[src/rtl/hazard_pkg.sv]
// rtl/hazard_pkg.sv - shared types and stall/flush patterns for the hazard controller
package hazard_pkg;

  // Controller state: normal issue, divide occupying EX, data-cache miss in MEM
  typedef enum logic [1:0] {
    RUN      = 2'd0,
    DIV_BUSY = 2'd1,
    MISS     = 2'd2
  } hz_state_t;

  localparam int DIV_LAT_DEF = 8;

  // Pattern bit order for both bubble and flush vectors: {F, D, E, M, W}
  localparam logic [4:0] BUB_MISS  = 5'b11110;
  localparam logic [4:0] FL_MISS   = 5'b00001;
  localparam logic [4:0] BUB_DIV   = 5'b11100;
  localparam logic [4:0] FL_DIV    = 5'b00010;
  localparam logic [4:0] BUB_LU    = 5'b11000;
  localparam logic [4:0] FL_LU     = 5'b00100;
  localparam logic [4:0] FL_REDIR  = 5'b01100;
  localparam logic [4:0] FL_JAL    = 5'b01000;
  localparam logic [4:0] FL_RST    = 5'b01111;

endpackage

[src/rtl/hazard_div_timer.sv]
// rtl/hazard_div_timer.sv - divide occupancy countdown and completion decode
module hazard_div_timer
  import hazard_pkg::*;
#(
  parameter int DIV_LAT = DIV_LAT_DEF,
  parameter int CNT_W   = 8
) (
  input  logic clk,
  input  logic rst,
  input  logic i_load,
  input  logic i_hold,
  output logic o_active,
  output logic o_busy,
  output logic o_done
);

  logic [CNT_W-1:0] r_cnt;

  // Load on divide accept; count down, but park at 1 while a miss holds the result in EX
  always_ff @(posedge clk) begin
    if (rst) begin
      r_cnt <= '0;
    end else if (i_load) begin
      r_cnt <= CNT_W'(DIV_LAT - 1);
    end else if ((r_cnt > CNT_W'(1)) || ((r_cnt == CNT_W'(1)) && !i_hold)) begin
      r_cnt <= r_cnt - CNT_W'(1);
    end
  end

  assign o_active = (r_cnt != '0);
  assign o_busy   = (r_cnt > CNT_W'(1));
  assign o_done   = (r_cnt == CNT_W'(1)) && !i_hold && !rst;

endmodule

[src/rtl/hazard_ctrl.sv]
// rtl/hazard_ctrl.sv - pipeline hazard controller; HAZARD_PERF_EN enables perf counters
module hazard_ctrl
  import hazard_pkg::*;
#(
  parameter int DIV_LAT = DIV_LAT_DEF,
  parameter int CNT_W   = 8
) (
  input  logic        clk,
  input  logic        rst,
  input  logic [4:0]  rs1_D,
  input  logic [4:0]  rs2_D,
  input  logic        rs1_used_D,
  input  logic        rs2_used_D,
  input  logic [4:0]  rd_E,
  input  logic        mem_read_E,
  input  logic        div_E,
  input  logic        br_mispredict_E,
  input  logic        jalr_E,
  input  logic        jal_D,
  input  logic        dmiss_M,
  output logic        bubbleF,
  output logic        bubbleD,
  output logic        bubbleE,
  output logic        bubbleM,
  output logic        bubbleW,
  output logic        flushF,
  output logic        flushD,
  output logic        flushE,
  output logic        flushM,
  output logic        flushW,
  output logic        div_done,
  output logic [31:0] stall_cycles,
  output logic [31:0] flush_events
);

  hz_state_t  r_state;
  hz_state_t  w_next;
  hz_state_t  w_eff;
  logic [4:0] w_bub;
  logic [4:0] w_fl;
  logic       w_load;
  logic       w_lower;
  logic       w_active;
  logic       w_busy;
  logic       w_done;
  logic       w_redirect;
  logic       w_load_use;

  hazard_div_timer #(
    .DIV_LAT (DIV_LAT),
    .CNT_W   (CNT_W)
  ) u_div_timer (
    .clk      (clk),
    .rst      (rst),
    .i_load   (w_load),
    .i_hold   (dmiss_M),
    .o_active (w_active),
    .o_busy   (w_busy),
    .o_done   (w_done)
  );

  assign w_redirect = br_mispredict_E | jalr_E;
  assign w_load_use = mem_read_E && (rd_E != 5'd0) &&
                      ((rs1_used_D && (rs1_D == rd_E)) || (rs2_used_D && (rs2_D == rd_E)));

  // Hazard priority: miss, divide occupancy, redirect, load-use, jal; miss exit acts as its target state
  always_comb begin
    w_bub   = '0;
    w_fl    = '0;
    w_load  = 1'b0;
    w_lower = 1'b0;
    w_next  = r_state;
    w_eff   = r_state;
    if ((r_state == MISS) && !dmiss_M) begin
      w_eff = w_active ? DIV_BUSY : RUN;
    end
    if (rst) begin
      w_fl   = FL_RST;
      w_next = RUN;
    end else if (dmiss_M) begin
      w_bub  = BUB_MISS;
      w_fl   = FL_MISS;
      w_next = MISS;
    end else begin
      w_next = RUN;
      case (w_eff)
        DIV_BUSY: begin
          if (w_busy) begin
            w_bub  = BUB_DIV;
            w_fl   = FL_DIV;
            w_next = DIV_BUSY;
          end else begin
            w_lower = 1'b1;
          end
        end
        default: begin
          if (div_E) begin
            w_bub  = BUB_DIV;
            w_fl   = FL_DIV;
            w_load = 1'b1;
            w_next = DIV_BUSY;
          end else begin
            w_lower = 1'b1;
          end
        end
      endcase
      if (w_lower) begin
        if (w_redirect) begin
          w_fl = FL_REDIR;
        end else if (w_load_use) begin
          w_bub = BUB_LU;
          w_fl  = FL_LU;
        end else if (jal_D) begin
          w_fl = FL_JAL;
        end
      end
    end
  end

  // State register; reset aborts any divide or miss in progress
  always_ff @(posedge clk) begin
    if (rst) begin
      r_state <= RUN;
    end else begin
      r_state <= w_next;
    end
  end

  // A redirect can never legally accompany a divide entering EX
  always_ff @(posedge clk) begin
    if (!rst && w_load) begin
      assert (!w_redirect) else $error("hazard_ctrl: redirect coincides with divide entry");
    end
  end

  assign {bubbleF, bubbleD, bubbleE, bubbleM, bubbleW} = w_bub;
  assign {flushF, flushD, flushE, flushM, flushW}      = w_fl;
  assign div_done = w_done;

`ifdef HAZARD_PERF_EN
  logic [31:0] r_stall_cycles;
  logic [31:0] r_flush_events;

  // Stall cycles count any bubble; flush events count flushD outside reset (redirect or jal only)
  always_ff @(posedge clk) begin
    if (rst) begin
      r_stall_cycles <= '0;
      r_flush_events <= '0;
    end else begin
      if (|w_bub) r_stall_cycles <= r_stall_cycles + 32'd1;
      if (w_fl[3]) r_flush_events <= r_flush_events + 32'd1;
    end
  end

  assign stall_cycles = r_stall_cycles;
  assign flush_events = r_flush_events;
`else
  assign stall_cycles = 32'd0;
  assign flush_events = 32'd0;
`endif

endmodule

[config.mk]
export PLATFORM = sky130hd
export DESIGN_NAME = hazard_ctrl
export DESIGN_NICKNAME = d
export VERILOG_FILES = /design/src/rtl/hazard_pkg.sv /design/src/rtl/hazard_div_timer.sv /design/src/rtl/hazard_ctrl.sv
export SDC_FILE = /design/constraint.sdc
export NUM_CORES = 1
export LEC_CHECK = 0
export CORE_MARGIN = 2
export CORE_UTILIZATION = 30
export DETAILED_ROUTE_END_ITERATION = 8
export GPL_TIMING_DRIVEN = 0
export PLACE_DENSITY = 0.77
export RECOVER_POWER = 100
export SLEW_MARGIN = 10
export SYNTH_ARGS = -nofsm -noshare
export SYNTH_HDL_FRONTEND = slang
export SYNTH_SLANG_ARGS = --single-unit
[constraint.sdc]
create_clock -name clk -period 2.3 [get_ports clk]
set_input_delay 0.46 -clock clk [delete_from_list [all_inputs] [get_ports clk]]
set_output_delay 0.46 -clock clk [all_outputs]
set_load 0.005 [all_outputs]
Word-level counts from Yosys, hierarchy flattened
Cells that the tools add are included.
{"block": "op_classes", "mux": 34, "eq_ne": 5, "add_sub_neg": 1, "n_lt_le_gt_ge": 1, "reduce_logical": 16, "bitwise": 1}
{"cell": "$mux 5", "n": 15}
{"cell": "$mux 1", "n": 12}
{"cell": "$eq 5x5->1", "n": 2}
{"cell": "$mux 2", "n": 5}
{"cell": "$eq 8x1->1 const B", "n": 1}
{"cell": "$gt 8x1->1 const B", "n": 1}
{"cell": "$reduce_bool 8->1", "n": 1}
{"cell": "$sub 8x1->8 const B", "n": 1}
{"cell": "$logic_and 1x1->1", "n": 7}
{"cell": "$mux 3", "n": 2}
{"cell": "$reduce_bool 5->1", "n": 1}
{"cell": "$reduce_or 2->1", "n": 2}
{"cell": "$eq 2x1->1 const B", "n": 1}
{"cell": "$eq 2x2->1 const B", "n": 1}
{"cell": "$logic_not 1->1", "n": 2}
{"cell": "$logic_or 1x1->1", "n": 2}
{"cell": "$reduce_bool 2->1", "n": 1}
{"cell": "$or 1x1->1", "n": 1}
{"block": "totals", "wordCells": 62, "reg_bits": 10, "out_inout_bits": 75}

Depth between registers and ports, before layout
{"block": "depth", "depth_word": 11, "mapped_depth": 8, "ltp_nobuf": 7}

Cells and area by module
A second synthesis with hierarchy kept.
{"block": "unflattened", "cells_unflattened": 176, "hier_area_um2": 1375.1}
{"mod": "hazard_ctrl", "area_per_inst_um2": 829.5, "cells_each": 112, "n_inst": 1, "seq_area_each_um2": 40.0}
{"mod": "hazard_div_timer", "area_per_inst_um2": 545.5, "cells_each": 64, "n_inst": 1, "seq_area_each_um2": 160.2}

Worst setup path after synthesis
OpenSTA, ideal clock, no wires.
{"block": "synth_timing", "path_type": "register -> output", "startpoint": "register u_div_timer.r_cnt[0]", "endpoint": "output bubbleF", "setup_slack_ps": -91, "stages_incl_launch_ff": 8, "required_ps": 1840, "t_arrival_ps": 1931, "path_cell_list": "dfxtp_1 inv_1 ha_1 or4_1 o311a_1 o31a_1 a21o_2 buf_4"}
{"block": "synth_between", "elab_chain_len": 10, "word_cells_on_any_way": 16}
{"item": "from (decl)", "line_no": "hazard_div_timer.sv:17", "source": "logic [CNT_W-1:0] r_cnt;"}
{"item": "from (signal assigned)", "line_no": "hazard_div_timer.sv:24", "source": "r_cnt <= CNT_W'(DIV_LAT - 1);"}
{"item": "from (signal assigned)", "line_no": "hazard_div_timer.sv:26", "source": "r_cnt <= r_cnt - CNT_W'(1);"}
{"item": "parallel branches: the longest is 7 deep, another holds $gt 8x1->1"}
{"item": "$mux 5 *", "line_no": "hazard_ctrl.sv:107", "source": "if (w_lower) begin"}
{"item": "$mux 5 *", "line_no": "hazard_ctrl.sv:80", "source": "end else if (dmiss_M) begin"}
{"item": "$mux 5 *", "line_no": "hazard_ctrl.sv:77", "source": "if (rst) begin"}
{"item": "to (decl)", "line_no": "hazard_ctrl.sv:21", "source": "output logic bubbleF,"}
Mark *: on every way between the ends. The select of a mux whose other input is x is not followed.

Final worst setup path
{"block": "layout_timing", "startpoint": "register u_div_timer.r_cnt[0]", "endpoint": "output flushE"}
{"block": "layout_between", "elab_chain_len": 10, "word_cells_on_any_way": 12}
{"item": "parallel branches: the longest is 4 deep, another holds $gt 8x1->1"}
{"item": "$mux 1 *", "line_no": "hazard_ctrl.sv:86", "source": "case (w_eff)"}
{"item": "$mux 1 *", "line_no": "hazard_ctrl.sv:80"}
{"item": "$mux 1 *", "line_no": "hazard_ctrl.sv:77"}
{"item": "$mux 5 *", "line_no": "hazard_ctrl.sv:107"}
{"item": "$mux 5 *", "line_no": "hazard_ctrl.sv:80"}
{"item": "$mux 5 *", "line_no": "hazard_ctrl.sv:77"}
{"item": "to (decl)", "line_no": "hazard_ctrl.sv:28", "source": "output logic flushE,"}
Marks and branches as above.

==> impl_metrics.json <==
{
  "outcome": "finished, violations left",
  "violations": "negative setup slack",
  "crit_fanout": 4,
  "clkTransAtPathRegs_ns": 0.05,
  "synth.most_common_cell": "buf_4",
  "powerDensity_nw_per_um2": 724.6,
  "p_sw_mw": 0.5900,
  "clk_latency_ns": 0.24,
  "grt_first_pass_wirelength_mm": 4.333,
  "synth_seq_area_share_pct": 15.83,
  "ys_async_sr_fraction_pct": 0,
  "timing.hold.ws_ns": 0.5183,
  "worst_ep_required_time_ns": 1.84,
  "cp_data_arrival_time_ns": 2.17,
  "drt_wl_total_mm": 2.760,
  "cts_max_level": 1,
  "synth_warnings": 0,
  "post-route-drc-count": 0,
  "power.leakage_nw": 1.102,
  "cts_sinks": 10,
  "syn_avg_cell_area_um2": 7.956,
  "drive_above_1_share_pct": 39.26,
  "seqPwrFrac_pct": 21.2,
  "synth_area_leaders": "buf_4 40%, dfxtp_1 16%, xor2_1 7.6%",
  "power_switching_share_pct": 39.11,
  "hold_viol": 0,
  "start_kind": "flip-flop",
  "io_pins": 100,
  "dr.pass1.iters": 4,
  "clock_path_buffers": 2,
  "yosysTopAreaCell": "buf_4",
  "dp_cells": 307,
  "grt_max_degree": 11,
  "fp.coreArea_um2": 4029,
  "worst_hold_path_type": "flip-flop to flip-flop",
  "vdd_drop_max_v": 0.0003214,
  "critPathKind": "flip-flop to output pin",
  "fin_tns_setup_ns": -1.625,
  "num_vias": 1165,
  "rsz0062_at_grt": "yes",
  "fp.dieH_um": 68.94,
  "synthToLayoutAreaGrowth_pct": 64.59,
  "antenna_found_initial": 0,
  "finalCritPeriodShare_pct": 114.6,
  "fin_nets": 299,
  "initial_core_util_pct": 31.40,
  "cp-end-kind": "output pin",
  "fillerInstances": 391,
  "syn_area_um2": 1265,
  "synth-seq-cells": 10,
  "cts_made_buffers": 3,
  "drtIter0Drc": 19,
  "port_buffers": 33,
  "synthFlopType": "dfxtp_1",
  "ant_nets": 0,
  "final.setup_skew_ns": 0.005296,
  "fin_cells": 320,
  "diodes": 0,
  "die_w_um": 68.94,
  "fmax_mhz": 379.5,
  "dp_hpwl_mm": 2.210,
  "cts-root-buf": "clkbuf_8",
  "setup_ws_ns": -0.3348,
  "vias_per_cell": 3.641,
  "clkPwrFrac_pct": 15.1,
  "min_period_ns": 2.635,
  "synth-edff-count": 0,
  "cts_tree": "yes",
  "die-area_um2": 4752,
  "grt_usage_pct": 12.08,
  "combPwrFrac_pct": 63.7,
  "finalMaxSlewViolations": 0,
  "synthCells": 159,
  "overflow": 0,
  "synth_cell_types": 36,
  "num_rows": 23,
  "finalSetupViolations": 6,
  "grt_pass1_vias": 1043,
  "p_int_mw": 0.9186,
  "synthTopCellsByCount": "67 x buf_4, 11 x xor2_1, 10 x dfxtp_1",
  "cap_viol_max_count": 0,
  "wire_per_inst_um": 8.625,
  "cts_hold_buffers": 0,
  "yosysTopAreaCellShare_pct": 39.76,
  "routabilityCongestion": 0.8705
}
-- area by class of cell --
type,instances,area (um^2),area share (%)
inverter,4,20.02,0.9615
clock buffer,4,55.05,2.644
timing repair buffer,42,372.9,17.91
tap,50,62.56,3.005
buffer,68,506.7,24.34
multi-input combinational,142,859.6,41.29
sequential,10,205.2,9.856
-- metal layers --
metal / share of wire (%) / global-route usage, %
met2: 52 / 23.92
met4: 1.7 / 5.147
met3: 8.7 / 2.110
met1: 37 / 12.16
met5: 0 / 0
-- metrics by stage --
stage	worst slack, ns	area [um^2]	power, mW	util [%]
floorplan	-0.02001	1539	0.9427	-
global placement	-0.9704	1932	1.120	47.95
detailed placement	-0.9876	1932	1.130	47.95
CTS	-0.3178	2068	1.474	51.34
global route	-0.4093	2082	1.664	51.68
finish	-0.3348	2082	1.509	51.68
-- critical path: stages (launching register included) --
cell     delay, ns
dfxtp_4       0.36
buf_6         0.10
ha_4          0.14
nor2_1        0.04
or4_4         0.40
o311a_1       0.15
o31a_1        0.28
buf_4         0.15
o21ba_1       0.20
buf_2         0.10
-- cells by family after synthesis --
| family | after synthesis | share of synthesized area (%) |
|---|---|---|
| adders and majority gates | 3 | 2.968 |
| AOI/OAI and AO/OA | 16 | 8.606 |
| and+or+nand+nor | 39 | 18.10 |
| muxes | 3 | 2.572 |
| DFF | 10 | 15.83 |
| buffers and inverters | 72 | 41.25 |
| xor gates and xnor gates | 15 | 10.39 |
| other | 1 | 0.2965 |
-- cell usage in the layout, fill, tap and decap left out, drive strengths merged, types with 5 or more instances in the layout --
master,count
buf,81
nor2,9
dfxtp,10
nor3,5
nor4,5
clkbuf,5
xor2,11
clkdlybuf4s50,22
conb,66
a21oi,5
-- power by group through the flow --
stage                     Sequential, mW  Clock, mW  Combinational, mW
after floorplan                    0.305          0              0.638
after global routing               0.331      0.242               1.09
after CTS                          0.318      0.232              0.924
final                              0.320      0.227              0.961
after detailed placement           0.319          0              0.812
after global placement             0.318          0              0.802
-- state kept, by name (all words and copies together), names as in the netlist --
register           flops
u_div_timer.r_cnt      8
r_state                2
-- worst paths after layout --
check / end / slack (ns) / cells past startpoint / from
hold / removal: u_div_timer.r_cnt[7] / 0.52 / 2 / u_div_timer.r_cnt[7]
setup reg to reg: u_div_timer.r_cnt[3] / 0.46 / 8 / u_div_timer.r_cnt[1]
setup / recovery: flushE / -0.33 / 9 / u_div_timer.r_cnt[0]
hold reg to reg: u_div_timer.r_cnt[7] / 0.52 / 2 / u_div_timer.r_cnt[7]
-- what timing repair did --
item,in CTS,in global routing
setup endpoints to repair,9,7
setup buffers,8,1
resized for setup,40,3
pin swaps,9,2
No activity file was read; power rests on OpenSTA's default activity.
==> patch: new RTL, same flow settings <==
Register the input `div_E` before use, with the module's reset. The logic sees it one clock later. The other inputs are not delayed to match.
--- a/src/rtl/hazard_ctrl.sv
+++ b/src/rtl/hazard_ctrl.sv
@@ -34,2 +34,12 @@
 );
+
+  logic div_E_q;
+
+  always_ff @(posedge clk) begin
+    if (rst) begin
+      div_E_q <= '0;
+    end else begin
+      div_E_q <= div_E;
+    end
+  end
 
@@ -96,3 +106,3 @@
         default: begin
-          if (div_E) begin
+          if (div_E_q) begin
             w_bub  = BUB_DIV;
Behaviour: not the same (Yosys sat finds a counterexample within 4 cycles, from zero or initial values and one cycle with rst high).
==> patch against the unedited design <==
The run still ends with setup timing left; worst setup slack worse by 0.067 ns; routed wire length is 7.6% higher; global-route usage is 1.2 points lower; power is 7.7% higher; synthesized cell count is 3.8% higher; sequential share of layout area is 0.55 points higher; synthesized area is 6.8% higher; design area is 3.9% higher; sequential cell count is 1 higher; utilization is 2.0 points lower; via count is 2.1% higher; critical path depth is 1 lower; clock power is 12% lower; register-to-register slack worse by 0.28 ns; critical path type unchanged.
==> patch: results (changes against the unedited design) <==
- Area grow syn2layout: 60.1%
- IO Port Bufs: 32 (-3.0%)
- Worst hold start: dmiss_M
- VDD IR-drop max: 0.000427 V (+33%)
- Final setup TNS: -1.81 ns (-0.181 ns)
- Layout cells sized above 1: 0.381 (-0.0113)
- Worst r2r src: u_div_timer.r_cnt[3]
- Seq/Total Area, Yosys: 0.163 (+0.00470)
- Avg Inst Size Synth: 8.19 µm² (+2.9%)
- Met1 Wirelength: 1150 µm (+13%)
- Synth cell count leaders: buf_4 (67), xnor2_1 (15), dfxtp_1 (11), nor2_1 (10), nor2b_1 (6)
- Met2 wire len: 1490 µm (+2.9%)
- Failing checks: setup timing
- Total wire length: 2970 µm (+7.6%)
- Setup violations, final: 7 (+1)
- Wire length on met3: 329 µm (+37%)
- Placed cell count: 314 (+2.3%)
- Routability cong.: 0.741 (-15%)
- DP HPWL: 2340 µm (+5.8%)
- CTS resizes: 49 (+23%)
- CP max FO: 3 (-1)
- Final WS setup: -0.402 ns (-0.0673 ns)
- 1st-iter DRT viols: 22 (+3)
- Lkg Pwr: 0.00110 µW (+0.27%)
- Status: finished, violations left
- Uppermost routed layer: met3
## patch: cell types whose count changed in the layout (fill, tap and decap cells not counted), sizes merged, moves of 3 or more
| cell | unedited run | this run |
|---|---|---|
| buf | 81 | 85 |
| nand3 | 3 | 0 |
| nor2b | 2 | 6 |
| xnor2 | 4 | 15 |
| xor2 | 11 | 1 |
## patch: logic make-up (layout without fill, tap and decap cells)
group | Yosys count | after routing | synth area share
compound gates | 16 | 16 | 0.0982
xor+xnor | 16 | 16 | 0.104
fa+ha+maj | 3 | 3 | 0.0278
buf+inv | 74 | 122 | 0.397
flops | 11 | 11 | 0.163
mux | 3 | 3 | 0.0241
other cells | 1 | 66 | 0.00278
simple gates | 41 | 41 | 0.183
## patch: path summary, 6_finish.rpt
check | slack (ns) | end | cells past startpoint
max | -0.40 | flushE | 8
min | 0.49 | r_state[1] | 2
max reg2reg | 0.18 | u_div_timer.r_cnt[1] | 4
min reg2reg | 0.54 | u_div_timer.r_cnt[7] | 2
## patch: worst register-to-register path, stage by stage (launching register included)
cell	delay [ns]
dfxtp_1	0.35
or4_1	0.62
nor3_1	0.56
mux2_1	0.38
a21oi_1	0.13
## patch: report_power, final
part / switching (µW) / leakage (µW) / internal, µW
Clock: 76.8 / 0.0000228 / 122
Sequential: 80.4 / 0.0000917 / 268
Combinational: 490 / 0.000990 / 587
Total: 648 / 0.00110 / 977
## patch: area by class of cell
cell class | instances | area share
Buffer | 69 | 0.239
Timing Repair Buffer | 44 | 0.182
Multi-Input combinational cell | 145 | 0.411
Sequential cell | 11 | 0.104
Tap cell | 52 | 0.0301
Clock buffer | 4 | 0.0208
Inverter | 5 | 0.0121
## patch: routing by layer
metal,vias to the layer above,global-route usage
li1,640,-
met1,486,0.120
met2,64,0.199
met3,0,0.0456
met4,0,0.0126
met5,-,0
